[src/rtl/rr_stream_mux.sv]
// rr_stream_mux
// Registered N-channel stream multiplexer with valid/ready handshakes.
// One input channel per cycle is granted, either by an explicit index
// (fixed mode) or by a round-robin scan that starts after the channel
// served most recently. The granted beat is captured in a single output
// register that supports full 1 beat/cycle throughput and holds under
// backpressure. in_ready is combinational; in_data never reaches an
// output without passing through the register.

module rr_stream_mux #(
    parameter int WIDTH    = 4,
    parameter int CHANNELS = 4,
    parameter int SEL_W    = $clog2(CHANNELS)
) (
    input  logic                      clk,
    input  logic                      rst,
    input  logic                      mode,
    input  logic [SEL_W-1:0]          sel,
    input  logic [CHANNELS*WIDTH-1:0] in_data,
    input  logic [CHANNELS-1:0]       in_valid,
    output logic [CHANNELS-1:0]       in_ready,
    output logic [WIDTH-1:0]          out_data,
    output logic [SEL_W-1:0]          out_chan,
    output logic                      out_valid,
    input  logic                      out_ready
);

    // Selection mode as a named type so the grant mux reads clearly.
    typedef enum logic {
        MODE_FIXED = 1'b0,
        MODE_RR    = 1'b1
    } mode_e;

    mode_e mode_sel;
    assign mode_sel = mode_e'(mode);

    // ------------------------------------------------------------------
    // State: output register and the last-served channel pointer.
    // ------------------------------------------------------------------
    logic [WIDTH-1:0] out_data_q,  out_data_d;
    logic [SEL_W-1:0] out_chan_q,  out_chan_d;
    logic             out_valid_q, out_valid_d;
    logic [SEL_W-1:0] last_q,      last_d;

    // ------------------------------------------------------------------
    // Grant path signals.
    // ------------------------------------------------------------------
    logic             load_ok;      // output register can accept a beat
    logic             fixed_valid;  // sel is in range and that channel is valid
    logic             rr_valid;     // round-robin scan found a valid channel
    logic [SEL_W-1:0] rr_idx;       // winner of the round-robin scan
    logic             grant_valid;
    logic [SEL_W-1:0] grant_idx;
    logic [WIDTH-1:0] grant_data;
    logic             in_xfer;      // a beat moves from an input into the register
    logic             out_xfer;     // the consumer takes the registered beat

    // The register may load when it is empty or is being drained this cycle.
    assign load_ok  = !out_valid_q || out_ready;
    assign out_xfer = out_valid_q && out_ready;

    // Fixed-mode grant: sel must name an existing channel that is valid.
    // Comparing against each index avoids any out-of-range part-select
    // when CHANNELS is not a power of two.
    always_comb begin
        // NOTE: every combinational output gets a default first, so no path
        // through the block leaves a value unassigned and no latch is built.
        fixed_valid = 1'b0;
        for (int k = 0; k < CHANNELS; k++) begin
            if (sel == SEL_W'(k) && in_valid[k]) begin
                fixed_valid = 1'b1;
            end
        end
    end

    // Round-robin scan: candidates last+1, last+2, ... wrapping, with last
    // itself examined at the end; the first valid candidate wins.
    always_comb begin : rr_scan
        logic [SEL_W:0] cand;
        rr_valid = 1'b0;
        rr_idx   = '0;
        cand     = '0;
        for (int i = 1; i <= CHANNELS; i++) begin
            // last_q < CHANNELS and i <= CHANNELS, so one subtraction wraps.
            cand = {1'b0, last_q} + (SEL_W+1)'(i);
            if (cand >= (SEL_W+1)'(CHANNELS)) begin
                cand = cand - (SEL_W+1)'(CHANNELS);
            end
            for (int k = 0; k < CHANNELS; k++) begin
                if (!rr_valid && cand == (SEL_W+1)'(k) && in_valid[k]) begin
                    rr_valid = 1'b1;
                    rr_idx   = SEL_W'(k);
                end
            end
        end
    end

    // Pick the active grant source for this cycle's mode.
    always_comb begin
        grant_valid = 1'b0;
        grant_idx   = sel;
        case (mode_sel)
            MODE_RR: begin
                grant_valid = rr_valid;
                grant_idx   = rr_idx;
            end
            default: begin
                grant_valid = fixed_valid;
                grant_idx   = sel;
            end
        endcase
    end

    // Ready is one-hot on the granted channel, or all zero when nothing is
    // granted or the output register is full and stalled.
    always_comb begin
        in_ready = '0;
        for (int k = 0; k < CHANNELS; k++) begin
            if (grant_valid && load_ok && grant_idx == SEL_W'(k)) begin
                in_ready[k] = 1'b1;
            end
        end
    end

    assign in_xfer = |(in_ready & in_valid);

    // Data mux for the granted channel; feeds only the register input.
    always_comb begin
        grant_data = '0;
        for (int k = 0; k < CHANNELS; k++) begin
            if (grant_idx == SEL_W'(k)) begin
                grant_data = in_data[k*WIDTH +: WIDTH];
            end
        end
    end

    // Next-state for the output register and the last-served pointer.
    always_comb begin
        out_data_d  = out_data_q;
        out_chan_d  = out_chan_q;
        out_valid_d = out_valid_q;
        last_d      = last_q;
        if (in_xfer) begin
            // A load wins over a drain on the same edge: full throughput.
            out_data_d  = grant_data;
            out_chan_d  = grant_idx;
            out_valid_d = 1'b1;
            last_d      = grant_idx;
        end else if (out_xfer) begin
            // Data and channel keep their last values once the beat leaves.
            out_valid_d = 1'b0;
        end
    end

    // State register with synchronous reset; reset overrides any transfer.
    always_ff @(posedge clk) begin
        // NOTE: sequential state uses non-blocking assignments so every
        // register samples the pre-edge values regardless of statement order.
        if (rst) begin
            // NOTE: the data register is reset here because its value after
            // reset is visible on out_data; it is a single word, not a memory.
            out_data_q  <= '0;
            out_chan_q  <= '0;
            out_valid_q <= 1'b0;
            last_q      <= SEL_W'(CHANNELS - 1);
        end else begin
            out_data_q  <= out_data_d;
            out_chan_q  <= out_chan_d;
            out_valid_q <= out_valid_d;
            last_q      <= last_d;
        end
    end

    assign out_data  = out_data_q;
    assign out_chan  = out_chan_q;
    assign out_valid = out_valid_q;

endmodule

[config.mk]
export PLATFORM = sky130hd
export DESIGN_NAME = rr_stream_mux
export DESIGN_NICKNAME = d
export VERILOG_FILES = /design/src/rtl/rr_stream_mux.sv
export SDC_FILE = /design/constraint.sdc
export NUM_CORES = 1
export LEC_CHECK = 0
export BUFFER_PORTS_ARGS = -buffer_cell sky130_fd_sc_hd__clkbuf_2
export CAP_MARGIN = 20
export CORE_MARGIN = 2
export CORE_UTILIZATION = 40
export DETAILED_ROUTE_END_ITERATION = 8
export HOLD_SLACK_MARGIN = 0.03
export PLACE_DENSITY = 0.76
export SLEW_MARGIN = 20
export SYNTH_ARGS = -nofsm -noshare
export SYNTH_HDL_FRONTEND = slang
export SYNTH_SLANG_ARGS = --single-unit
[constraint.sdc]
create_clock -name clk -period 2.7 [get_ports clk]
set_input_delay 0.675 -clock clk [delete_from_list [all_inputs] [get_ports clk]]
set_output_delay 0.675 -clock clk [all_outputs]
set_load 0.01 [all_outputs]
==> impl_summary.md <==
Outcome
The run finished with clean final reports.

Drt
The remaining antenna violation count after routing is 0. After detailed routing, the number of remaining DRC violations is 0. For this block, the routed nets add up to 1627 um of wire.

The total number of vias is 691. The number of DRC violations after detailed-routing iteration 0 is 13. Dividing the detail-routed wire length by the instance count gives 12.81 um. The detailed-routing iteration count for the pre-antenna-repair pass is 4. The routed via count divided by cell count is 5.441.

Global route
The maximum number of pins on one net before global-route repair is 8. The number of antenna violations at the first check in global routing is 0. The global route total overflow is 0. The total global-route track usage is 0.1961.

The first global-routing pass estimated 2656 um of wire. The number of global-route vias before repair is 621.

Yosys
sky130_fd_sc_hd__dfxtp_1 takes more of the synthesized area than any other cell. After technology mapping, the gate count stands at 66. The number of nets in the synthesized netlist is 92. Synthesis instantiated 28 different standard cells from the library. By area the synthesized netlist is led by sky130_fd_sc_hd__dfxtp_1 30%, sky130_fd_sc_hd__mux2i_1 15%, sky130_fd_sc_hd__o221ai_1 5.9%. The top cell type's share of synthesized area is 0.3025.

The total of warnings raised by yosys is 0. The synthesized area per cell is 9.024 um2. The post-synthesis register bit count is 9. The share of the Yosys chip area taken by registers is 0.3025. The cell area that synthesis handed to floorplanning was 595.6 um2.

Pwr
The internal power contribution is 287.3 uW. The power density of the placed cells is 491.9 nW/um2. The switching part of the total is 0.3254.

The cell leakage power is 0.4568 nW. The worst-case vdd ir drop is 0.0002691 V. The switching power summed over all nets is 138.6 uW.

The sequential power share is 0.376. The part of the total power dissipated in combinational logic is 0.374. Of the total power, the clock network draws 0.250.

Critical path
The nature of the critical path endpoint is an output port. The start-to-end type of the worst setup path is in -> out. STA classifies the critical path startpoint as an input port.

The data required time of the worst path is 2.03 ns. The maximum fanout count along the critical path is 4. The arrival time at the worst endpoint is 1.92 ns.

STA
In the final timing run, aggregate negative setup slack is 0 ns. The count of endpoints failing hold in the final timing report is 0. For the final database, setup skew stands at 0.001834 ns.

The slew at the pin with the worst max-slew slack is 0.3771 ns. The worst slew margin relative to its limit is 0.7486. The maximum clock rate is 385.8 MHz. The max-slew violation total from the final report was 0. The routed design could run at a clock period as short as 2.592 ns. The final worst-path setup slack is 0.1077 ns. The total of endpoints with negative setup slack in the final report is 0. Setup repair after global routing left no endpoint under its margin. The final worst-path cycle share is 0.9601.

Final layout
The number of fill cells in the layout is 122. The final design utilization is 0.6413. The number of diodes is 0.

The library cells used most frequently in the layout, excluding fill and tap cells, are 36 x sky130_fd_sc_hd__clkbuf_2, 9 x sky130_fd_sc_hd__mux2i_1, 9 x sky130_fd_sc_hd__dfxtp_1. The final net count is 139. Leaving out fill and tap cells, the most frequent cell in the layout is sky130_fd_sc_hd__clkbuf_2.

The area of combinational cells with multiple inputs is 392.9 um2. From synthesis to final layout, the design area changed by 45.38%. Of the cells placed in the final design, the portion with a size suffix greater than 1 is 0.5179. The area taken by flip-flops and latches is 180.2 um2.

Clocking
The tree is rooted in a sky130_fd_sc_hd__clkbuf_4. In this run the number of H-tree levels came out at 1. The TritonCTS clock tree is yes.

The CTS clock-pin slew for the worst setup and hold paths is 0.06 ns. The clock drives 9 sinks. The total clock buffers created by CTS is 3. The clock latency on the worst-skew pair is 0.26 ns. Counting along the longest clock path gives a buffer depth of 2. The hold-fix buffer count after cts is 0.

Die
The number of rows created at floorplan is 13. The starting density of the core is 0.4411. The horizontal die dimension is 42.59 um. The number of primary I/O pins is 37. The floorplan die height is 42.59 um.

The area of the core is 1350 um2. The total die area is 1813 um2.

Placed design
OpenSTA, run right after detailed placement, puts the worst setup slack at 0.03424 ns. Detailed placement ended at an HPWL of 1256 um. The number of buffers inserted by port buffering is 36. The routability congestion estimate from global placement is 0.7883.

Min path
In this run the worst hold path is classified as reg -> reg.

Run
The number of violations of the max-capacitance limit is 0.
==> power groups by stage <==
stage                     combinational, mW  clock, mW  sequential, mW
after floorplan                      0.0823          0           0.168
after CTS                             0.155      0.109           0.160
after detailed placement              0.154          0           0.163
final                                 0.159      0.106           0.160
after global placement                0.151          0           0.162
after global routing                  0.176      0.115           0.162
==> flip-flops by register name, summed over array words and instances, names as in the netlist <==
signal / cells
out_data: 4
last_q: 2
out_chan: 2
out_valid: 1
==> kinds of logic (layout without fill, tap and decap cells) <==
group,after synthesis,after routing,share of synthesized area
muxes,10,10,0.1954
AOI/OAI and AO/OA,15,15,0.2311
and+or+nand+nor,27,27,0.2269
DFF,9,9,0.3025
buffers and inverters,5,51,0.04411
==> layout make-up <==
| type | count | share of cell area |
|---|---|---|
| multi-input combinational | 52 | 0.4538 |
| clock buffer | 4 | 0.03035 |
| timing repair buffer | 43 | 0.2688 |
| inverter | 4 | 0.01734 |
| tap | 15 | 0.02168 |
| sequential | 9 | 0.2081 |
==> path summary, 6_finish.rpt <==
path	endpoint	slack [ns]	cells past startpoint	from
worst min-delay path	out_chan[0]$_SDFFE_PP0P_	0.45	2	out_chan[0]$_SDFFE_PP0P_
worst max register to register	out_data[2]$_SDFFE_PP0P_	0.87	5	last_q[1]$_SDFFE_PP1P_
worst min register to register	out_chan[0]$_SDFFE_PP0P_	0.45	2	out_chan[0]$_SDFFE_PP0P_
worst max-delay path	in_ready[1]	0.11	7	sel[0]
==> Yosys cell counts, drive strengths merged <==
cell    n
o21ai   1
a21bo   1
o211ai  1
nor2    9
a32o    1
dfxtp   9
or3     2
inv     4
mux4    1
a311oi  2
nand3b  1
buf     1
nand2   4
nand3   5
nor3    2
and3    1
and2    1
mux2i   9
o221ai  5
nor2b   1
o22a    1
a311o   1
nand2b  1
a21oi   2
==> critical path, cell delays in order <==
cell,delay (ns)
sky130_fd_sc_hd__clkbuf_2,0.11
sky130_fd_sc_hd__mux4_2,0.50
sky130_fd_sc_hd__nor2_2,0.15
sky130_fd_sc_hd__a311o_2,0.17
sky130_fd_sc_hd__nor2_2,0.04
sky130_fd_sc_hd__and2_1,0.15
sky130_fd_sc_hd__clkbuf_2,0.12
==> layer usage <==
metal	wire length (um)	share of wire	vias up	global-route usage
li1	-	-	346	-
met1	682	0.42	302	0.2364
met2	750	0.46	38	0.3077
met3	167	0.10	5	0.06897
met4	27	0.017	0	0.09375
met5	0	0	-	0
==> stage by stage <==
stage / hold slack (ns) / cells / cell area (um2) / power (mW)
final: 0.4509 / 127 / 865.8 / 0.4259
after global routing: 0.5031 / 127 / 865.8 / 0.4531
after CTS: 0.4559 / 126 / 854.6 / 0.4235
after detailed placement: 0.4472 / 122 / 828.3 / 0.3163
after global placement: 0.4499 / 122 / 828.3 / 0.3136
after floorplan: 0.4745 / 66 / 595.6 / 0.2505
==> timing repair <==
item,CTS,global route
buffers inserted,0,1
endpoints found under the hold margin,0,0
endpoints found under the setup margin,0,2
resized for setup,0,4
(Power assumes the default switching activity.)
